==> config.mk <==
export PLATFORM = sky130hd
export DESIGN_NAME = wb_merge_queue
export DESIGN_NICKNAME = d
export VERILOG_FILES = /design/src/rtl/wb_merge_queue.sv
export SDC_FILE = /design/constraint.sdc
export NUM_CORES = 1
export LEC_CHECK = 0
export CORE_ASPECT_RATIO = 0.6
export CORE_MARGIN = 5
export CORE_UTILIZATION = 30
export CTS_CLUSTER_SIZE = 10
export DETAILED_ROUTE_END_ITERATION = 6
export PLACE_DENSITY_LB_ADDON = 0.25
export REMOVE_ABC_BUFFERS = 1
export SLEW_MARGIN = 20
export SYNTH_ARGS = -nofsm -noshare
export SYNTH_HDL_FRONTEND = slang
export SYNTH_SLANG_ARGS = --single-unit
==> constraint.sdc <==
create_clock -name clk -period 4.81 [get_ports clk]
set_clock_uncertainty 0.1 [all_clocks]
set_input_delay 0.962 -clock clk [delete_from_list [all_inputs] [get_ports clk]]
set_output_delay 0.962 -clock clk [all_outputs]
set_load 0.02 [all_outputs]
==> src/rtl/wb_merge_queue.sv <==
// In-order write-back queue that merges load and ALU results onto reg_file's single write port.
// Define WB_FWD_EN to build the forwarding lookup (fwd_hit/fwd_data); otherwise those outputs are tied low.
module wb_merge_queue #(
  parameter int pw    = 2,
  parameter int dw    = 8,
  parameter int DEPTH = 4
) (
  input  logic          clk,
  input  logic          reset,
  input  logic          alu_valid,
  input  logic [pw-1:0] alu_addr,
  input  logic [dw-1:0] alu_data,
  input  logic          mem_valid,
  input  logic [pw-1:0] mem_addr,
  input  logic [dw-1:0] mem_data,
  output logic          stall,
  output logic          overflow,
  output logic          rf_wr_en,
  output logic [pw-1:0] rf_wr_addr,
  output logic [dw-1:0] rf_dat_in,
  input  logic [pw-1:0] fwd_addr,
  output logic          fwd_hit,
  output logic [dw-1:0] fwd_data
);

  localparam int AW = (DEPTH > 1) ? $clog2(DEPTH) : 1;
  localparam int CW = AW + 1;
  localparam logic [CW-1:0] DEPTH_C = CW'(DEPTH);

  logic [pw-1:0] r_addr [DEPTH];
  logic [dw-1:0] r_data [DEPTH];
  logic [AW-1:0] r_head;
  logic [AW-1:0] r_tail;
  logic [CW-1:0] r_count;
  logic          r_overflow;

  logic [CW-1:0] w_space;
  logic          w_pop;
  logic          w_mem_acc;
  logic          w_alu_acc;
  logic          w_drop;
  logic [CW-1:0] w_nacc;
  logic [AW-1:0] w_alu_slot;

  // Admission: space is judged on the current count, before this edge's pop; mem wins a single free slot.
  always_comb begin
    w_space    = DEPTH_C - r_count;
    w_pop      = (r_count != '0);
    w_mem_acc  = 1'b0;
    w_alu_acc  = 1'b0;
    if (mem_valid && alu_valid) begin
      w_mem_acc = (w_space >= CW'(1));
      w_alu_acc = (w_space >= CW'(2));
    end else begin
      w_mem_acc = mem_valid && (w_space >= CW'(1));
      w_alu_acc = alu_valid && (w_space >= CW'(1));
    end
    w_drop     = (mem_valid && !w_mem_acc) || (alu_valid && !w_alu_acc);
    w_nacc     = CW'(w_mem_acc) + CW'(w_alu_acc);
    if (w_mem_acc) begin
      w_alu_slot = r_tail + AW'(1);
    end else begin
      w_alu_slot = r_tail;
    end
  end

  // Queue storage, pointers, occupancy and sticky overflow flag.
  always_ff @(posedge clk or posedge reset) begin
    if (reset) begin
      r_head     <= '0;
      r_tail     <= '0;
      r_count    <= '0;
      r_overflow <= 1'b0;
      for (int i = 0; i < DEPTH; i++) begin
        r_addr[i] <= '0;
        r_data[i] <= '0;
      end
    end else begin
      if (w_mem_acc) begin
        r_addr[r_tail] <= mem_addr;
        r_data[r_tail] <= mem_data;
      end
      if (w_alu_acc) begin
        r_addr[w_alu_slot] <= alu_addr;
        r_data[w_alu_slot] <= alu_data;
      end
      if (w_pop) begin
        r_head <= r_head + AW'(1);
      end
      r_tail  <= r_tail + AW'(w_nacc);
      r_count <= r_count + w_nacc - CW'(w_pop);
      if (w_drop) begin
        r_overflow <= 1'b1;
      end
    end
  end

  // Drain port presents the head entry whenever the queue is non-empty.
  always_comb begin
    rf_wr_en = w_pop;
    if (w_pop) begin
      rf_wr_addr = r_addr[r_head];
      rf_dat_in  = r_data[r_head];
    end else begin
      rf_wr_addr = '0;
      rf_dat_in  = '0;
    end
  end

  assign stall    = (w_space < CW'(2));
  assign overflow = r_overflow;

`ifdef WB_FWD_EN
  logic [AW-1:0] w_idx;

  // Walk occupied slots oldest to youngest so the youngest match overrides earlier ones.
  always_comb begin
    fwd_hit  = 1'b0;
    fwd_data = '0;
    w_idx    = r_head;
    for (int i = 0; i < DEPTH; i++) begin
      w_idx = r_head + AW'(i);
      if ((CW'(i) < r_count) && (r_addr[w_idx] == fwd_addr)) begin
        fwd_hit  = 1'b1;
        fwd_data = r_data[w_idx];
      end else begin
        fwd_hit  = fwd_hit;
        fwd_data = fwd_data;
      end
    end
  end
`else
  logic w_unused_fwd;
  assign w_unused_fwd = ^fwd_addr;
  assign fwd_hit      = 1'b0;
  assign fwd_data     = '0;
`endif

endmodule

==> results.json <==
{
  "outcome": "finished clean",
  "ys_warn_count": 0,
  "maxCapViolations": 0,
  "post_drt_wl_per_cell_um": 18.0,
  "grt_pass1_vias": 1983,
  "final_area_um2": 3700,
  "gp_congestion": 0.699,
  "syn_area_um2": 3090,
  "firstDrtPassIters": 4,
  "hold_class": "reg2reg",
  "drive_above_1_share_pct": 42.4,
  "slew_headroom_pct": 39.9,
  "cp_slowest_cell": "dfrtp_1",
  "period_minus_slack_ns": 3.55,
  "die_x_um": 141,
  "drt_iter0_drc": 57,
  "postSynthCellCount": 224,
  "cp_top_family": "flip-flops",
  "syn_area_per_cell_um2": 13.8,
  "htreeDepth": 2,
  "cp_data_arrival_time_ns": 2.49,
  "hold_viol_final": 0,
  "postCtsSetupRepairBufs": 0,
  "cts.sink_count": 48,
  "grt_use_total_pct": 12.1,
  "path_max_fanout": 12,
  "initial_core_util_pct": 31.1,
  "fin_util_pct": 37.2,
  "pin_count": 48,
  "p_per_area_nw_per_um2": 751,
  "clockBufferDepth": 2,
  "route.final.wire_length_um": 7130,
  "gr-total-overflow": 0,
  "port_buffers": 36,
  "clock_latency_ns": 0.29,
  "die_y_um": 88.7,
  "timing.rr.start": "r_count[0]",
  "ys_seq_elements": 48,
  "met2WireLength_um": 2950,
  "syn_to_final_growth_pct": 19.7,
  "yosysSeqAreaShare_pct": 38.8,
  "route.met3.wl_um": 367,
  "cts_resized": 0,
  "setup_viol": 0,
  "antenna_found_initial": 0,
  "finalNonFillerCells": 397,
  "dieArea_um2": 12500,
  "crit_chain": "mux4_2 -> and2_1 -> clkdlybuf4s50_1",
  "crit_buf_inv": 1,
  "dp_hpwl_um": 5000,
  "root_buffer": "clkbuf_16",
  "irDropWorstVdd_uv": 282,
  "n_antenna_cell": 0,
  "dr_total_vias": 1840,
  "cts_buffers": 5,
  "cp-startpoint": "r_head[0]",
  "synth.distinct_cells": 28,
  "rows": 28,
  "timing.final.crit_share_pct": 73.8,
  "vias_per_cell": 4.63,
  "endpoint_kind": "output pin",
  "top_layer": "met4",
  "met1Wirelength_um": 3740,
  "drcViolationCount": 0,
  "max_freq_mhz": 282,
  "rsz0062_at_grt": "false",
  "leakage_nw": 1.50,
  "hold_ws_ns": 0.381,
  "cp-start-kind": "flop",
  "core_area_um2": 9950,
  "min_from": "overflow",
  "cts_tree": "yes",
  "dpl-instance-area_um2": 3570,
  "ctsHoldBuffers": 0,
  "tns_ns": 0,
  "tightest_slew_ns": 0.900,
  "drv_slew": 0,
  "post-place-cells": 390,
  "grt_pass1_wl_um": 11300,
  "fin_nets": 302,
  "grt_max_degree": 49,
  "worst_path_largest_cell_delay_ns": 0.85,
  "worstPathRequired_ns": 3.75,
  "clk_pin_slew_ns": 0.06,
  "ant_nets": 0,
  "criticalPathCategory": "reg2out"
}
cells in the mapped netlist (all sizes together):
master	n	area share (%)
a211oi	4	2.6
and2	12	2.4
and2b	1	0.24
and4	2	0.57
buf	14	3.1
clkbuf	1	0.12
conb	1	0.12
dfrtp	48	39
fa	1	0.65
ha	13	5.3
inv	15	1.8
mux2	80	29
mux4	10	7.3
nand2	1	0.12
nand3	4	0.97
nor2b	1	0.20
nor3	1	0.16
nor4b	2	0.57
o211ai	4	2.8
o21ai	1	0.28
o221ai	1	0.28
or4b	1	0.44
xnor2	6	1.7
through the flow:
stage               total power [mW]  setup slack (ns)
floorplan                       1.97              1.49
global placement                2.43              1.01
detailed placement              2.48             0.978
CTS                             2.83              1.23
global route                    3.00              1.08
finish                          2.78              1.26
layout by cell type, fill, tap and decap left out, types with 3 or more instances in the layout:
| cell | netlist | layout |
|---|---|---|
| mux4_2 | 10 | 10 |
| xnor2_1 | 6 | 6 |
| ha_1 | 13 | 13 |
| mux2_2 | 77 | 77 |
| a211oi_4 | 4 | 4 |
| clkdlybuf4s50_1 | 0 | 36 |
| clkbuf_16 | 0 | 5 |
| mux2_4 | 3 | 3 |
| conb_1 | 1 | 9 |
| inv_1 | 15 | 14 |
| dfrtp_1 | 48 | 48 |
| o211ai_4 | 4 | 4 |
| and2_1 | 12 | 12 |
cells by family (layout without fill, tap and decap cells):
group                    Yosys count  in the layout  share of synthesized area (%)
multiplexers                      90             90                           36.8
adder cells (fa/ha/maj)           14             14                           5.91
AND/OR/NAND/NOR                   25             25                           5.70
other                              1              9                          0.121
flip-flops                        48             48                           38.8
buffers and inverters             30             60                           5.06
XOR/XNOR                           6              6                           1.70
AO/OA/AOI/OAI                     10             10                           5.91
area by class of cell:
| class | instances | area, um2 |
|---|---|---|
| repair buffers | 38 | 375 |
| clock buffers | 6 | 129 |
| clock inverters | 1 | 5.00 |
| multi-input cells | 154 | 1770 |
| flip-flops and latches | 48 | 1200 |
| well taps | 135 | 169 |
| fillers | 961 | 6250 |
| inverters | 15 | 57.6 |
power breakdown:
part	internal, mW	total (mW)	switching, mW
registers	0.621	0.796	0.176
logic	0.950	1.65	0.698
clock network	0.189	0.337	0.148
routing by layer:
layer	vias up	track usage [%]
met3	8	3.24
met1	921	17.8
met2	43	17.3
met5	-	0
li1	868	-
met4	0	3.69
flip-flops by register name, summed over array words and instances (netlist names):
signal / flops
r_data: 32
r_addr: 8
r_count: 3
r_head: 2
r_tail: 2
overflow: 1
path summary, 6_finish.rpt:
kind / end / slack, ns / depth (start not counted)
worst max-delay path: rf_dat_in[0] / 1.26 / 3
max in group asynchronous: r_addr[1] / 3.02 / 2
worst min-delay path: overflow / 0.38 / 2
min in group asynchronous: r_head[0] / 1.06 / 2
worst min register to register: overflow / 0.38 / 2
worst max register to register: r_count[2] / 1.28 / 14
worst min-delay path: cells and delay by family, from the launching register on:
kind / cells / cell delay, ns
buffers and inverters: 1 / 0.04
AO/OA/AOI/OAI: 1 / 0.06
flip-flops: 1 / 0.34
(Power assumes the default switching activity.)
